### src/rtl/regfile_scoreboard_if.sv
// regfile_scoreboard_if: register file / scoreboard bus
// master: pipeline side (drives writeback, reads, issue, flush)
// slave : regfile_scoreboard (returns read data, busy, stall, overflow)
interface regfile_scoreboard_if;
  logic        wb_reg_write_en;
  logic [4:0]  wb_reg_write_addr;
  logic [31:0] wb_reg_write_data;
  logic        reg_read_en1;
  logic        reg_read_en2;
  logic [4:0]  reg_read_addr1;
  logic [4:0]  reg_read_addr2;
  logic [31:0] reg_read_data1;
  logic [31:0] reg_read_data2;
  logic        id_issue_en;
  logic [4:0]  id_issue_addr;
  logic        flush;
  logic        reg_busy1;
  logic        reg_busy2;
  logic        stall;
  logic        sb_overflow;
  modport master (
    output wb_reg_write_en, wb_reg_write_addr, wb_reg_write_data,
    output reg_read_en1, reg_read_en2, reg_read_addr1, reg_read_addr2,
    output id_issue_en, id_issue_addr, flush,
    input  reg_read_data1, reg_read_data2, reg_busy1, reg_busy2, stall, sb_overflow
  );
  modport slave (
    input  wb_reg_write_en, wb_reg_write_addr, wb_reg_write_data,
    input  reg_read_en1, reg_read_en2, reg_read_addr1, reg_read_addr2,
    input  id_issue_en, id_issue_addr, flush,
    output reg_read_data1, reg_read_data2, reg_busy1, reg_busy2, stall, sb_overflow
  );
endinterface

### src/rtl/regfile_scoreboard.sv
// regfile_scoreboard: 32x32 register file with writeback bypass and per-register in-flight write scoreboard
// clk : sole clock
// rst : asynchronous active-low reset
// sb  : slave bus -- writeback port, two read ports, issue/flush, busy/stall/overflow outputs
module regfile_scoreboard (
  input  logic               clk,
  input  logic               rst,
  regfile_scoreboard_if.slave sb
);
  logic [31:0] regs [32];
  logic [1:0]  cnt  [32];
  logic        ovf;
  logic        wb_hit;
  logic [31:0] inc;
  logic [31:0] dec;
  logic [1:0]  eff1;
  logic [1:0]  eff2;
  assign wb_hit = sb.wb_reg_write_en && sb.wb_reg_write_addr != 5'd0;
  // one-hot issue/retire vectors; bit 0 never participates
  assign inc = (32'(sb.id_issue_en) << sb.id_issue_addr) & 32'hFFFF_FFFE;
  assign dec = 32'(wb_hit && cnt[sb.wb_reg_write_addr] != 2'd0) << sb.wb_reg_write_addr;
  always_ff @(posedge clk or negedge rst)
    if (!rst) begin
      for (int i = 0; i < 32; i++) begin
        regs[i] <= '0;
        cnt[i]  <= '0;
      end
      ovf <= 1'b0;
    end else begin
      if (wb_hit) regs[sb.wb_reg_write_addr] <= sb.wb_reg_write_data;
      for (int i = 1; i < 32; i++)
        if (sb.flush) cnt[i] <= '0;
        else if (inc[i] && !dec[i]) begin
          if (cnt[i] == 2'd3) ovf <= 1'b1;
          else cnt[i] <= cnt[i] + 2'd1;
        end else if (dec[i] && !inc[i]) cnt[i] <= cnt[i] - 2'd1;
    end
  assign sb.reg_read_data1 = (!rst || !sb.reg_read_en1 || sb.reg_read_addr1 == 5'd0) ? '0 :
                             (wb_hit && sb.wb_reg_write_addr == sb.reg_read_addr1) ? sb.wb_reg_write_data :
                             regs[sb.reg_read_addr1];
  assign sb.reg_read_data2 = (!rst || !sb.reg_read_en2 || sb.reg_read_addr2 == 5'd0) ? '0 :
                             (wb_hit && sb.wb_reg_write_addr == sb.reg_read_addr2) ? sb.wb_reg_write_data :
                             regs[sb.reg_read_addr2];
  // a retiring write this cycle already clears its own reservation for the reader
  assign eff1 = cnt[sb.reg_read_addr1] - {1'b0, dec[sb.reg_read_addr1]};
  assign eff2 = cnt[sb.reg_read_addr2] - {1'b0, dec[sb.reg_read_addr2]};
  assign sb.reg_busy1   = rst && sb.reg_read_en1 && sb.reg_read_addr1 != 5'd0 && eff1 != 2'd0;
  assign sb.reg_busy2   = rst && sb.reg_read_en2 && sb.reg_read_addr2 != 5'd0 && eff2 != 2'd0;
  assign sb.stall       = sb.reg_busy1 || sb.reg_busy2;
  assign sb.sb_overflow = ovf;
endmodule

### src/flat_wrapper.sv
// flat-port wrapper written by rule: the top's interface ports become plain ports
module regfile_scoreboard_flat 
  (clk, rst, sb_wb_reg_write_en, sb_wb_reg_write_addr, sb_wb_reg_write_data, sb_reg_read_en1, sb_reg_read_en2, sb_reg_read_addr1, sb_reg_read_addr2, sb_id_issue_en, sb_id_issue_addr, sb_flush, sb_reg_read_data1, sb_reg_read_data2, sb_reg_busy1, sb_reg_busy2, sb_stall, sb_sb_overflow);
  regfile_scoreboard_if sb_i ();
  input  logic clk;
  input  logic rst;
  input wire logic [$bits(sb_i.wb_reg_write_en)-1:0] sb_wb_reg_write_en;
  input wire logic [$bits(sb_i.wb_reg_write_addr)-1:0] sb_wb_reg_write_addr;
  input wire logic [$bits(sb_i.wb_reg_write_data)-1:0] sb_wb_reg_write_data;
  input wire logic [$bits(sb_i.reg_read_en1)-1:0] sb_reg_read_en1;
  input wire logic [$bits(sb_i.reg_read_en2)-1:0] sb_reg_read_en2;
  input wire logic [$bits(sb_i.reg_read_addr1)-1:0] sb_reg_read_addr1;
  input wire logic [$bits(sb_i.reg_read_addr2)-1:0] sb_reg_read_addr2;
  input wire logic [$bits(sb_i.id_issue_en)-1:0] sb_id_issue_en;
  input wire logic [$bits(sb_i.id_issue_addr)-1:0] sb_id_issue_addr;
  input wire logic [$bits(sb_i.flush)-1:0] sb_flush;
  output wire logic [$bits(sb_i.reg_read_data1)-1:0] sb_reg_read_data1;
  output wire logic [$bits(sb_i.reg_read_data2)-1:0] sb_reg_read_data2;
  output wire logic [$bits(sb_i.reg_busy1)-1:0] sb_reg_busy1;
  output wire logic [$bits(sb_i.reg_busy2)-1:0] sb_reg_busy2;
  output wire logic [$bits(sb_i.stall)-1:0] sb_stall;
  output wire logic [$bits(sb_i.sb_overflow)-1:0] sb_sb_overflow;
  assign sb_i.wb_reg_write_en = sb_wb_reg_write_en;
  assign sb_i.wb_reg_write_addr = sb_wb_reg_write_addr;
  assign sb_i.wb_reg_write_data = sb_wb_reg_write_data;
  assign sb_i.reg_read_en1 = sb_reg_read_en1;
  assign sb_i.reg_read_en2 = sb_reg_read_en2;
  assign sb_i.reg_read_addr1 = sb_reg_read_addr1;
  assign sb_i.reg_read_addr2 = sb_reg_read_addr2;
  assign sb_i.id_issue_en = sb_id_issue_en;
  assign sb_i.id_issue_addr = sb_id_issue_addr;
  assign sb_i.flush = sb_flush;
  assign sb_reg_read_data1 = sb_i.reg_read_data1;
  assign sb_reg_read_data2 = sb_i.reg_read_data2;
  assign sb_reg_busy1 = sb_i.reg_busy1;
  assign sb_reg_busy2 = sb_i.reg_busy2;
  assign sb_stall = sb_i.stall;
  assign sb_sb_overflow = sb_i.sb_overflow;
  regfile_scoreboard u_core (.clk(clk), .rst(rst), .sb(sb_i));
endmodule
### config.mk
export PLATFORM = sky130hd
export DESIGN_NAME = regfile_scoreboard_flat
export DESIGN_NICKNAME = d
export VERILOG_FILES = /design/src/rtl/regfile_scoreboard_if.sv /design/src/rtl/regfile_scoreboard.sv /design/src/flat_wrapper.sv
export SDC_FILE = /design/constraint.sdc
export NUM_CORES = 2
export LEC_CHECK = 0
export ABC_AREA = 1
export CORE_ASPECT_RATIO = 0.5
export CORE_MARGIN = 8
export CORE_UTILIZATION = 25
export DETAILED_ROUTE_END_ITERATION = 10
export HOLD_SLACK_MARGIN = 0.12
export PLACE_DENSITY = 0.5
export SYNTH_ARGS = -nofsm -noshare
export SYNTH_HDL_FRONTEND = slang
export SYNTH_SLANG_ARGS = --single-unit
### constraint.sdc
create_clock -name clk -period 2.7 [get_ports clk]
set_clock_uncertainty 0.15 [all_clocks]
set_input_delay 0.405 -clock clk [delete_from_list [all_inputs] [get_ports clk]]
set_output_delay 0.405 -clock clk [all_outputs]
set_load 0.03 [all_outputs]
==> metrics.md <==
| Metric | Value |
|---|---|
| Final Cycle Share | 1.37 |
| WL final | between 300000 and 400000 um |
| Clock share of power | 0.325 |
| Die Area | 257000 sq um |
| Die Width | between 700 and 800 um |
| Synth Cell Area | 60000 sq um |
| Hold Path Class | input pin to async pin |
| Failing checks | setup timing |
| Worst R2R Start | u_core.cnt[14]$_DFFE_PN0P_ |
| Final hold slack | 0.196 ns |
| GP Congestion | 0.921 |
| Layout cell share with drive strength beyond 1 | 0.245 |
| # rows | 127 |
| Cells along the critical path | buf_4, inv_1, o21ai_0, o211ai_1, o211ai_1, a21oi_1, a31o_2, nand3b_1, nand2_2, nand2_4, nand2_4, buf_12 |
| VDD IR max | 602 uV |
| First-pass GRT wire length | 449000 um |
| Num ports | 127 |
| Final Hold Fails | 0 |
| Vias per std cell | 5.53 |
| Sw frac | 0.343 |
| Number of buffers created by CTS | 118 |
| Routed vias | 65400 |
| Syn. warnings | 2 |
| Synth unique cells | 58 |
| # DRC | 0 |
| Clock-pin slew on the worst setup and hold paths | about 0.06 ns |
| Critical path data arrival time | 3.15 ns |
| Static Leak | 35.5 nW |
| Total grt overflow | 0 |
| Internal | around 34 mW |
| Largest net degree at the start of global routing | 149 |
| Crit. End Element | output port |
| Tmin final | 3.71 ns |
| HPWL after DPL | 204000 um |
| Max Cap Viol | 0 |
| Post-synthesis sequential area ratio | 0.453 |
| Crit path launch | u_core.cnt[2]$_DFFE_PN0P_ |
| Core box area | 239000 sq um |
| Slew HR | 0.357 |
| Placed cell areas | 73300 sq um |
| Starting Density | 0.251 |
| Comb power frac | 0.255 |
| CP startpoint kind | register |
| Sequential power share | 0.420 |
| DRT antenna net count | 0 |
| Root Driver | clkbuf_16 |
| Power Total | between 50 and 60 mW |
| Worst setup path class | register to output port |
| Critical path fanouts, max | 3 |
| Ys flop type | dfrtp_1 |
| Cell count after synthesis | slightly below 8000 |
| CP max-delay cell | dfrtp_1 |
| Avg Cell Area, Syn | around 7.6 sq um |
| Power Dens Cells | 626 nW/um^2 |
| Layout Cells excl Fill | ~12000 |
| Slowest stage delay, CP | a little over 0.4 ns |
| DR WL/cell | 26.7 um |
| DRT Pass-1 Iters | 7 |
| GRT Total Usage | 0.235 |
| Worst slew pin tran | 0.965 ns |
| Vias in the first global route | about 61000 |
| Final setup violation count | 68 |
| Initial detailed-routing violation count | 9063 |
| Vert. Die Dim | 362 um |
| Design Area, Final | 83900 sq um |
| Htree depth | 3 |
| Area grow syn2layout | 39.8% |
| Port Buffer Count | 126 |
| Slew Viols, Final | 0 |
| Most frequent cells in the layout | o21ai_0, nand2_1, dfrtp_1 |
| Max Buffers Root-to-Sink | 3 |
| Seq cells post-synth | ~1100 |
| Initial antenna violation count | 16 |
| Switch Pwr | 18.0 mW |
| CTS tree | built |
| Fmax achieved | 270 MHz |
| Status | finished, violations left |
| RSZ-0062 raised after global routing | true |
| Async SR Flop Fraction | 1.00 |
| Worst path required time | between 2 and 2.5 ns |
| Dpl cells | between 10000 and 15000 |
| Fin worst setup slack | -1.01 ns |
| Most common cell after layout, fill and taps aside | o21ai_0 |
| Mapped Nets | 7932 |
| Clock sink count | 1087 |
| Worst-Skew Late Latency | around 0.77 ns |
| EDFF count, synth | 0 |
| # nets final | 8553 |
==> Yosys cell counts, types with 2 or more instances <==
cell type  count  area, sq um
o221ai_1      68          596
o21a_1         4         30.0
o22ai_1       19          119
dfrtp_1     1087        27200
buf_2         32          160
buf_4          4         30.0
nand2_2        6         37.5
o2111ai_1     52          455
clkinv_1       8         30.0
o211ai_1     178         1340
a31oi_1        7         43.8
o311ai_0      14          123
nor2_2         5         31.3
xor2_1         9         78.8
a32o_1        27          270
nand2_1     1293         4850
nor2_1       494         1850
clkbuf_1     608         2280
inv_2         13         48.8
nor2_4         3         33.8
or3_1          2         12.5
o21bai_1       2         15.0
o211a_1        2         20.0
o211ai_2       5         62.6
o31ai_1       13         97.6
a32oi_1        4         35.0
a221oi_1     253         2220
a211oi_1      11         82.6
a311o_1       10          100
nand4_1        8         50.1
inv_1        570         2140
a211o_1        2         17.5
o311ai_1       2         17.5
buf_1        134          503
a22o_1         2         17.5
o21ai_1        6         30.0
a22oi_1       78          586
o21ai_0     1574         7880
a221o_1       14          140
a21oi_1      925         4630
nor3_1        24          120
nor3_2        13          130
nand3_1      272         1360
a31o_2         2         17.5
==> power groups by stage <==
stage | clock [mW] | sequential (mW) | combinational (mW)
2_1_floorplan | 0 | 21.4 | 6.78
6_report | 17.1 | 22.1 | 13.4
3_5_place_dp | 0 | 22.0 | 11.5
4_1_cts | 17.2 | 21.9 | 12.7
3_3_place_gp | 0 | 22.0 | 11.4
5_1_grt | 17.9 | 22.4 | 14.6
==> area by class of cell <==
cell class | instances | area (sq um)
clock buffers | 179 | 3460
clock inverters | 34 | 453
diodes | 8 | 20.0
inverters | 591 | 2410
multi-input cells | 5415 | 31300
repair buffers | 1279 | 15000
well taps | 3225 | 4040
flip-flops and latches | 1087 | 27200
fillers | 24600 | 155000
repair inverters | 2 | 17.5
==> per-stage QoR <==
stage | util | TNS, ns | setup slack [ns]
after detailed placement | 0.307 | -445.88 | -1.20
after CTS | 0.343 | -28.15 | -0.996
after global routing | 0.351 | -32.91 | -1.20
after global placement | 0.307 | -430.46 | -1.21
final | 0.351 | -26.41 | -1.01
after floorplan | - | -0.805 | -0.0555
==> routing by layer <==
| metal | GRT usage | wire length [um] | vias up |
|---|---|---|---|
| met3 | 0.0495 | 32200 | 792 |
| met1 | 0.327 | 134000 | 32000 |
| met5 | 0 | 9 | - |
| met4 | 0.112 | 17600 | 2 |
| li1 | - | - | 28700 |
| met2 | 0.345 | 132000 | 3853 |
==> worst paths after layout <==
kind / to / cells past startpoint / slack, ns
max: sb_stall / 12 / -1.01
min: u_core.regs[429]$_DFFE_PN0P_ / 2 / 0.20
max reg2reg: u_core.sb.sb_overflow$_DFF_PN0_ / 25 / -0.03
min reg2reg: u_core.regs[1022]$_DFFE_PN0P_ / 0 / 0.23
max in group asynchronous: u_core.regs[632]$_DFFE_PN0P_ / 5 / 0.23
min in group clk: u_core.regs[901]$_DFFE_PN0P_ / 3 / 0.20
==> sequential cells by signal (all words and copies together) (netlist names) <==
register,cells
u_core.regs,1024
u_core.sb.sb_overflow,1
u_core.cnt,62
==> critical path, delay by kind of cell (launching register included) <==
kind / cells / cell delay (ns)
buf+inv: 3 / 0.32
flops: 1 / 0.41
simple gates: 4 / 0.42
compound gates: 5 / 1.24
==> cell families (layout without fill, tap and decap cells) <==
group,count (synthesis),in the layout,synth area share
buf+inv,1371,2085,0.0868
compound gates,3279,3279,0.316
xor+xnor,10,10,0.00146
other cells,0,8,0
flops,1087,1087,0.453
mux,1,1,0.000188
simple gates,2125,2125,0.142
==> repair_timing <==
item / in CTS / in global routing
endpoints found under the setup margin: 159 / 117
setup buffers: 188 / 55
gates cloned: 21 / 5
pin swaps: 313 / 232
hold buffers: 2 / 0
resized for setup: 804 / 452
hold endpoints to repair: 499 / 0
(Power assumes the default switching activity.)
